File: src/rtl/uart_mmio_pkg.sv
// Shared definitions for the UART MMIO responder: register offsets,
// status-word bit positions and the address decoder.
package uart_mmio_pkg;

  localparam logic [31:0] OFS_TXSPACE = 32'h0000_0000;
  localparam logic [31:0] OFS_RXAVAIL = 32'h0000_0004;
  localparam logic [31:0] OFS_TXDATA  = 32'h0000_0008;
  localparam logic [31:0] OFS_RXDATA  = 32'h0000_000C;
  localparam logic [31:0] OFS_STATUS  = 32'h0000_0010;

  localparam int ST_TX_DROP   = 15;
  localparam int ST_RX_DROP   = 14;
  localparam int ST_TXCNT_LSB = 4;
  localparam int ST_RXCNT_LSB = 0;

  typedef enum logic [2:0] {
    REG_NONE,
    REG_TXSPACE,
    REG_RXAVAIL,
    REG_TXDATA,
    REG_RXDATA,
    REG_STATUS
  } reg_sel_e;

  // Exact full-width compare; anything else in the window is unmapped.
  function automatic reg_sel_e decode_addr(input logic [31:0] addr,
                                           input logic [31:0] base);
    reg_sel_e sel;
    sel = REG_NONE;
    if (addr == base + OFS_TXSPACE) sel = REG_TXSPACE;
    if (addr == base + OFS_RXAVAIL) sel = REG_RXAVAIL;
    if (addr == base + OFS_TXDATA)  sel = REG_TXDATA;
    if (addr == base + OFS_RXDATA)  sel = REG_RXDATA;
    if (addr == base + OFS_STATUS)  sel = REG_STATUS;
    return sel;
  endfunction

endpackage

File: src/rtl/byte_fifo.sv
// Circular-buffer FIFO with a separate occupancy counter. A push while full
// is accepted when a pop happens in the same cycle.
module byte_fifo #(
  parameter int WIDTH = 8,
  parameter int DEPTH = 8
) (
  input  logic                     clk,
  input  logic                     reset_n,
  input  logic                     push,
  input  logic                     pop,
  input  logic [WIDTH-1:0]         din,
  output logic [WIDTH-1:0]         dout,
  output logic [$clog2(DEPTH):0]   count,
  output logic                     full,
  output logic                     empty
);

  localparam int AW = $clog2(DEPTH);
  localparam logic [AW:0] FULL_CNT = (AW + 1)'(DEPTH);

  logic [WIDTH-1:0] mem [DEPTH];
  logic [AW-1:0]    wr_ptr;
  logic [AW-1:0]    rd_ptr;
  logic             do_push;
  logic             do_pop;

  assign empty   = (count == '0);
  assign full    = (count == FULL_CNT);
  assign do_pop  = pop && !empty;
  assign do_push = push && (!full || do_pop);

  // Head is forced to zero when empty so reset and empty reads both show 0.
  assign dout = empty ? '0 : mem[rd_ptr];

  always_ff @(posedge clk or negedge reset_n) begin
    if (!reset_n) begin
      wr_ptr <= '0;
      rd_ptr <= '0;
      count  <= '0;
    end else begin
      if (do_push) wr_ptr <= wr_ptr + 1'b1;
      if (do_pop)  rd_ptr <= rd_ptr + 1'b1;
      unique case ({do_push, do_pop})
        2'b10:   count <= count + 1'b1;
        2'b01:   count <= count - 1'b1;
        default: count <= count;
      endcase
    end
  end

  always_ff @(posedge clk) begin
    if (do_push) mem[wr_ptr] <= din;
  end

endmodule

File: src/rtl/uart_mmio_responder.sv
// CPU-facing UART register window: address decode, registered read data,
// sticky overflow flags, and one byte_fifo each for TX and RX.
module uart_mmio_responder
  import uart_mmio_pkg::*;
#(
  parameter logic [31:0] BASE  = 32'h8000_0000,
  parameter int          DEPTH = 8
) (
  input  logic        clk,
  input  logic        reset_n,
  input  logic [31:0] req_addr,
  input  logic        req_we,
  input  logic        req_re,
  input  logic [7:0]  req_wdata,
  output logic [31:0] rdata,
  output logic [7:0]  tx_data,
  output logic        tx_valid,
  input  logic        tx_ready,
  input  logic [7:0]  rx_data,
  input  logic        rx_valid,
  output logic        rx_ready
);

  localparam int CW = $clog2(DEPTH) + 1;

  function automatic logic [3:0] count_nibble(input logic [CW-1:0] c);
    return 4'(c);
  endfunction

  reg_sel_e        sel;
  logic            rd_en;
  logic            tx_push;
  logic            tx_pop;
  logic            tx_full;
  logic            tx_empty;
  logic [CW-1:0]   tx_count;
  logic            rx_pop;
  logic            rx_full;
  logic            rx_empty;
  logic [CW-1:0]   rx_count;
  logic [7:0]      rx_head;
  logic            tx_drop;
  logic            rx_drop;
  logic            tx_drop_ev;
  logic            rx_drop_ev;
  logic            status_clr;
  logic [31:0]     status_word;
  logic [31:0]     rd_value;

  assign sel        = decode_addr(req_addr, BASE);
  // A simultaneous store wins; the load is dropped and rdata holds.
  assign rd_en      = req_re && !req_we;
  assign tx_push    = req_we && (sel == REG_TXDATA);
  assign tx_valid   = !tx_empty;
  assign tx_pop     = tx_valid && tx_ready;
  assign rx_pop     = rd_en && (sel == REG_RXDATA);
  assign rx_ready   = 1'b1;
  assign status_clr = rd_en && (sel == REG_STATUS);

  assign tx_drop_ev = tx_push && tx_full && !tx_pop;
  assign rx_drop_ev = rx_valid && rx_full && !rx_pop;

  byte_fifo #(.WIDTH(8), .DEPTH(DEPTH)) u_tx_fifo (
    .clk     (clk),
    .reset_n (reset_n),
    .push    (tx_push),
    .pop     (tx_pop),
    .din     (req_wdata),
    .dout    (tx_data),
    .count   (tx_count),
    .full    (tx_full),
    .empty   (tx_empty)
  );

  byte_fifo #(.WIDTH(8), .DEPTH(DEPTH)) u_rx_fifo (
    .clk     (clk),
    .reset_n (reset_n),
    .push    (rx_valid),
    .pop     (rx_pop),
    .din     (rx_data),
    .dout    (rx_head),
    .count   (rx_count),
    .full    (rx_full),
    .empty   (rx_empty)
  );

  always_comb begin
    status_word = '0;
    status_word[ST_TX_DROP] = tx_drop;
    status_word[ST_RX_DROP] = rx_drop;
    status_word[ST_TXCNT_LSB +: 4] = count_nibble(tx_count);
    status_word[ST_RXCNT_LSB +: 4] = count_nibble(rx_count);
  end

  // Read mux sees pre-update FIFO state and pre-clear flags.
  always_comb begin
    rd_value = '0;
    unique case (sel)
      REG_TXSPACE: rd_value = {31'b0, !tx_full};
      REG_RXAVAIL: rd_value = {31'b0, !rx_empty};
      REG_RXDATA:  rd_value = {24'b0, rx_head};
      REG_STATUS:  rd_value = status_word;
      default:     rd_value = '0;
    endcase
  end

  always_ff @(posedge clk or negedge reset_n) begin
    if (!reset_n) begin
      rdata <= '0;
    end else if (rd_en) begin
      rdata <= rd_value;
    end
  end

  // A drop in the same cycle as the clearing read keeps the flag set.
  always_ff @(posedge clk or negedge reset_n) begin
    if (!reset_n) begin
      tx_drop <= 1'b0;
      rx_drop <= 1'b0;
    end else begin
      if (tx_drop_ev)      tx_drop <= 1'b1;
      else if (status_clr) tx_drop <= 1'b0;
      if (rx_drop_ev)      rx_drop <= 1'b1;
      else if (status_clr) rx_drop <= 1'b0;
    end
  end

endmodule

File: config.mk
export PLATFORM = sky130hd
export DESIGN_NAME = uart_mmio_responder
export DESIGN_NICKNAME = d
export VERILOG_FILES = /design/src/rtl/uart_mmio_pkg.sv /design/src/rtl/byte_fifo.sv /design/src/rtl/uart_mmio_responder.sv
export SDC_FILE = /design/constraint.sdc
export NUM_CORES = 1
export LEC_CHECK = 0
export CAP_MARGIN = 20
export CELL_PAD_IN_SITES_DETAIL_PLACEMENT = 0
export CELL_PAD_IN_SITES_GLOBAL_PLACEMENT = 1
export CORE_MARGIN = 5
export CORE_UTILIZATION = 46
export DETAILED_ROUTE_END_ITERATION = 8
export GPL_ROUTABILITY_DRIVEN = 1
export PLACE_DENSITY = 0.83
export SLEW_MARGIN = 15
export SYNTH_ARGS = -nofsm -noshare
export SYNTH_HDL_FRONTEND = slang
export SYNTH_SLANG_ARGS = --single-unit
File: constraint.sdc
create_clock -name clk -period 3.3 [get_ports clk]
set_input_delay 0.495 -clock clk [delete_from_list [all_inputs] [get_ports clk]]
set_output_delay 0.495 -clock clk [all_outputs]
set_load 0.01 [all_outputs]
==> results_dict.tcl <==
set metrics [dict create \
    drc 0 \
    crit_fanout 2 \
    grt_first_pass_wirelength_um 21910 \
    min_period_ns 3.100 \
    drv_cap 0 \
    power_density_nw_per_um2 665.6 \
    ys_ff_latch 160 \
    cts_tree "yes" \
    min_period_over_period_pct 93.93 \
    synth_top_family_by_area "multiplexers" \
    finClkSkew_ns 0.01044 \
    h-tree-depth 4 \
    start_util_pct 46.45 \
    synthesis.area_um2 6983 \
    grt_max_degree 33 \
    synth-edff-count 128 \
    async_reset_ff_share_pct 20.00 \
    cts_setup_buffers 0 \
    grt_use_total_pct 16.20 \
    reg2reg_from "u_rx_fifo.count[0]" \
    start_kind "input pin" \
    setup.worst_path.end_class "flip-flop" \
    cp-endpoint "u_tx_fifo.count[3]" \
    insertion_delay_ns 0.42 \
    reg2reg_to "u_rx_fifo.count[2]" \
    ctsResizeCount 0 \
    leakagePower_nw 3.053 \
    hold_class "input pin to async pin" \
    dpl_cell_area_um2 8065 \
    hold_buffers 0 \
    drt_first_iter_violations 190 \
    row_count 45 \
    slew_headroom_pct 46.33 \
    setup_viol 0 \
    viasPerCell 5.276 \
    cp.required_ns 3.59 \
    muxShareOfSynthArea_pct 13.96 \
    critPathMaxStageDelay_ns 0.52 \
    port_buffers 72 \
    syn_avg_cell_area_um2 16.16 \
    clkSinkCount 160 \
    synth-xor-area-share_pct 1.881 \
    cts_buffer_depth 2 \
    slew_violations 0 \
    status "completed" \
    ys_types 56 \
    synth_compound_gate_area_share_pct 3.207 \
    fin_setup_tns_ns 0 \
    grt_overflow 0 \
    numCtsBuffers 17 \
    reg2reg_slack_ns 0.77 \
    cts_root_buf "clkbuf_16" \
    path_class "input pin to flip-flop" \
    drive_gt1_share_pct 22.38 \
    fin_cells 742 \
    synthFlopType "edfxtp_1" \
    syn_to_final_growth_pct 23.78 \
    timing.fmax_mhz 322.6 \
    ios 96 \
    die_w_um 133.2 \
    ys.warnings.count 0 \
    path_clk_slew_ns 0.06 \
    dp_hpwl_um 9358 \
    core_um2 15030 \
    post_drt_wl_per_cell_um 18.53 \
    antennaDiodeCount 0 \
    wl_um 13750 \
    synthSimpleGateAreaFrac_pct 8.439 \
    die_area_um2 17740 \
    synth-adder-area-share_pct 1.720 \
    placedCellCount 710 \
    rsz0062_at_grt "no" \
    crit_chain "clkdlybuf4s50_1 -> or4_4 -> or2_1 -> or3_4 -> nor4_4 -> inv_1 -> ha_2 -> buf_4 -> ha_4 -> a21oi_2 -> xnor2_1 -> nor2_1 -> xor2_1" \
    critPathArrivalTime_ns 3.39 \
    hold_violations 0 \
    worstRegToRegCells 9 \
    crit_slowest_cell "or4_4" \
    cp-startpoint "req_addr[16]" \
    vias 3915 \
    tightest_slew_ns 0.8050 \
    firstDrtPassIters 8 \
    nets 604 \
    grt_pass1_vias 4132 \
    syn-instance-count 432 \
    total_power_mw 5.753 \
    design_area_um2 8643 \
    ys_seq_area_share_pct 66.51 \
    die_h_um 133.2 \
    routabilityCongestion 0.8492 \
    antenna_found_initial 0 \
    ant_nets 0 \
    ir_drop_v 0.0004038 \
]
[how the worst min path moves through the flow]
stage | start | to | slack, ns
finish | reset_n | rdata[1] | 0.46
global route | reset_n | rdata[1] | 0.50
CTS | reset_n | u_rx_fifo.count[0] | 0.47
detailed placement | rdata[14] | rdata[14] | 0.46
global placement | rdata[14] | rdata[14] | 0.45
floorplan | reset_n | rdata[0] | 0.20
[metrics by stage]
| stage | hold slack (ns) | util, % | setup slack [ns] |
|---|---|---|---|
| final | 0.4629 | 57.49 | 0.2002 |
| after global placement | 0.4515 | 53.65 | -0.2747 |
| after CTS | 0.4727 | 57.23 | 0.03598 |
| after global routing | 0.4982 | 57.49 | 0.04334 |
| after detailed placement | 0.4624 | 53.65 | -0.3685 |
| after floorplan | 0.1994 | - | -0.007236 |
[state kept, by name, summed over array words and instances, names as in the netlist]
register          count
u_rx_fifo.mem        64
u_tx_fifo.mem        64
rdata                10
u_rx_fifo.count       4
u_tx_fifo.count       4
u_rx_fifo.rd_ptr      3
u_rx_fifo.wr_ptr      3
u_tx_fifo.rd_ptr      3
u_tx_fifo.wr_ptr      3
rx_drop               1
tx_drop               1
[cell families after synthesis]
| logic type | Yosys count |
|---|---|
| DFF | 160 |
| and+or+nand+nor | 107 |
| muxes | 56 |
| buffers and inverters | 51 |
| AOI/OAI and AO/OA | 32 |
| xor gates and xnor gates | 15 |
| adders and majority gates | 9 |
| other | 2 |
[final cells by class]
class	count	area (um^2)
Inverter	9	33.78
Clock buffer	18	429.2
Sequential cell	160	4644
Multi-Input combinational cell	242	2178
Fill cell	1144	6390
Clock inverter	14	108.9
Tap cell	188	235.2
Timing Repair Buffer	111	1013
[cells in the final DEF, fill, tap and decap left out, types with 13 or more instances in the layout]
cell type / netlist / layout
dfrtp_1: 32 / 32
nor2_1: 26 / 26
mux4_2: 32 / 32
clkdlybuf4s50_1: 0 / 72
mux2i_1: 13 / 13
conb_1: 2 / 23
edfxtp_1: 128 / 128
buf_4: 24 / 39
clkbuf_16: 0 / 17
nand2_1: 26 / 26
[where the power goes]
group	switching, mW	internal [mW]	leakage [nW]	total [mW]
sequential	0.247	2.40	1.57	2.65
clock	0.809	0.971	0.258	1.78
combinational	0.591	0.736	1.22	1.33
total	1.65	4.11	3.05	5.75
[metal layers]
metal / track usage, % / part of all wire, % / up-vias
met2: 26.55 / 51 / 101
met3: 3.927 / 4.2 / 7
met4: 5.600 / 0.92 / 0
met1: 21.36 / 43 / 1962
met5: 0 / 0 / -
li1: - / - / 1845
[Yosys cell counts (3+ instances only)]
cell type  count  area share [%]
edfxtp_1     128              55
dfrtp_1       32              11
mux4_2        32              10
nand2_1       26             1.4
nor2_1        26             1.4
buf_4         24             2.6
mux2i_1       13             1.9
clkbuf_1      11            0.59
nand2b_1      10            0.90
nor3_1        10            0.72
inv_1          9            0.48
xnor2_1        9             1.1
ha_1           8             1.4
mux2_2         8             1.3
o21ai_1        8            0.57
a22oi_1        7            0.75
nor4_1         7            0.63
xor2_1         6            0.75
nand3_1        5            0.36
buf_1          4            0.21
mux2_1         3            0.48
nor2b_1        3            0.27
or3_1          3            0.27
[worst max-delay path: cells and delay by family]
family          cells  cell delay, ns
simple gates        5            1.42
fa+ha+maj           2            0.41
compound gates      1            0.16
buf+inv             3            0.62
xor+xnor            2            0.27
(Power assumes the default switching activity.)
==> RTL change: new RTL, same settings <==
`DEPTH` is set to 8 in 2 places; all go to 16.
--- a/src/rtl/byte_fifo.sv
+++ b/src/rtl/byte_fifo.sv
@@ -2,7 +2,7 @@
 // is accepted when a pop happens in the same cycle.
 module byte_fifo #(
   parameter int WIDTH = 8,
-  parameter int DEPTH = 8
+  parameter int DEPTH = 16
 ) (
   input  logic                     clk,
   input  logic                     reset_n,
--- a/src/rtl/uart_mmio_responder.sv
+++ b/src/rtl/uart_mmio_responder.sv
@@ -4,7 +4,7 @@
   import uart_mmio_pkg::*;
 #(
   parameter logic [31:0] BASE  = 32'h8000_0000,
-  parameter int          DEPTH = 8
+  parameter int          DEPTH = 16
 ) (
   input  logic        clk,
   input  logic        reset_n,
Function: changed (Yosys sat finds a counterexample within 10 cycles, from zero or initial values and one cycle with reset_n low).
==> RTL change against the original RTL <==
Sequential power rose by 73%. Power grew 71%. Wire length increased by 75%. Clock power rose by 79%. Sequential cell count grew 134. Cell area up 69%. Die area increased by 70%. Final cell count rose by 55%. Worst setup slack got worse by 0.079 ns. Synthesized area rose by 77%. Largest power group unchanged. Highest routed layer is now met5.
==> RTL change: results (changes against the original RTL) <==
Cells and area
  – Share of layout cells above drive strength 1: 0.243 (+0.0193)
  – Regs by FF count: u_rx_fifo.mem (128), u_tx_fifo.mem (128), rdata (10)
  – Fill count: 1,978 (+73%)
  – Non-filler cells in the finished layout: 1,147 (+55%)
  – Final nets: 855 (+42%)

Detailed routing
  – Pre-Repair DR Iteration Count: 4 (-4)
  – Via count: 6,298 (+61%)
  – WL/cell: 20.9 um (+13%)
  – DR iter-0 viols: 523 (+180%)

Logic synthesis
  – Commonest cells post-synth: edfxtp_1, mux4_2, dfrtp_1, nor2_1, buf_4
  – Register area share after synthesis: 0.700 (+0.0352)
  – Ranking of synthesized cells by area: edfxtp_1, mux4_2, dfrtp_1
  – Number of flops mapped to enable cells by yosys: 256 (+100%)
  – Yosys cell types: 45 (-20%)
  – Ys async rst share: 0.129 (-0.0707)
  – Avg Cell Area, Syn: 18.5 um^2 (+15%)

Power
  – Clock-net power: 3180 uW (+79%)
  – Sequential Power Share: 0.467 (+0.007)
  – Leakage Power: 0.00499 uW (+64%)
  – Clock power frac: 0.324 (+0.015)
  – Pint: 7260 uW (+77%)
  – Peak supply drop: 0.567 mV (+40%)

Global routing
  – First-pass GRT wire length: 38.4 mm (+75%)
  – Total GRT Usage: 0.160 (-0.00237)
  – Initial antenna violation count: 1 (+1)
  – Number of global-route vias before repair: 6,760 (+64%)
  – Largest net degree at the start of global routing: 39 (+18%)

Setup path
  – CP Capture Type: primary output
  – Reg2reg setup slack: 0.31 ns (-0.46 ns)
  – Arrival time worst endpoint: 2.68 ns (-0.71 ns)
  – FF-to-FF Start: u_tx_fifo.count[1]
  – Worst R2R Path Depth: 12 (+3)
  – Crit Reg-Reg Endpoint: u_tx_fifo.count[4]
  – Crit path max fanout: 18 (+16)

Clock network
  – Max clock buf depth: 3 (+1)
  – Resized cells post-CTS: 9 (+9)
  – H-Tree Level Count: 1 (-3)
  – CTS Buf Count: 30 (+13)
  – Worst-Skew Late Latency: 0.56 ns (+0.14 ns)

Placed design
  – Dpl ws: -0.129 ns (+0.239 ns)
  – Routability cong.: 0.827 (-2.6%)
  – Hpwl dp: 16.1 mm (+72%)
  – Placed inst area: 13,700 um^2 (+69%)

Outcome
  – Status: finished, final reports clean

STA
  – Max-slew headroom: 0.417 (-0.0459)
  – Hold_ws: 0.0466 ns (-0.416 ns)
  – Worst Clk Skew: 0.0360 ns (+0.0255 ns)
-- RTL change: cell count changes after synthesis, moves of 8 or more --
cell      change
o21ai_0      +12
a21oi_1      +11
nor2b_1      +15
and3_1       +15
nand2_1      -11
o21ai_1       -8
edfxtp_1    +128
mux4_2       +40
ha_1          +9
-- RTL change: cell families after synthesis --
logic type	synth area share
DFF	0.700
and+or+nand+nor	0.0627
muxes	0.147
buffers and inverters	0.0298
AOI/OAI and AO/OA	0.0235
xor gates and xnor gates	0.0169
adders and majority gates	0.0189
other	0.000609
-- RTL change: per-layer routing --
metal	routed length (um)	global-route usage
met4	388	0.0343
met3	1500	0.0342
met1	9700	0.208
met5	12	0
met2	12400	0.279
-- RTL change: cell type report --
type | instances | area, um^2 | area share
clock buffers | 36 | 773 | 0.0528
clock inverters | 19 | 169 | 0.0115
inverters | 16 | 60.1 | 0.00410
multi-input cells | 322 | 3420 | 0.234
flip-flops and latches | 294 | 8640 | 0.591
well taps | 341 | 427 | 0.0292
repair buffers | 119 | 1140 | 0.0780
-- RTL change: worst max-delay path, stage by stage (launching register included) --
cell	delay, ns
dfrtp_2	0.44
buf_12	0.22
mux4_2	0.55
mux4_2	0.48
nor2b_1	0.15
dlygate4sd2_1	0.28
-- RTL change: worst max-delay path by stage --
stage	slack, ns	endpoint	startpoint
after CTS	0.05	tx_data[2]	u_tx_fifo.rd_ptr[0]
final	0.12	tx_data[7]	u_tx_fifo.rd_ptr[0]
after floorplan	0.20	u_rx_fifo.count[3]	req_addr[12]
after global routing	0.002	tx_data[2]	u_tx_fifo.rd_ptr[0]
after global placement	-0.07	u_tx_fifo.count[4]	req_addr[29]
after detailed placement	-0.13	u_tx_fifo.count[4]	req_addr[29]
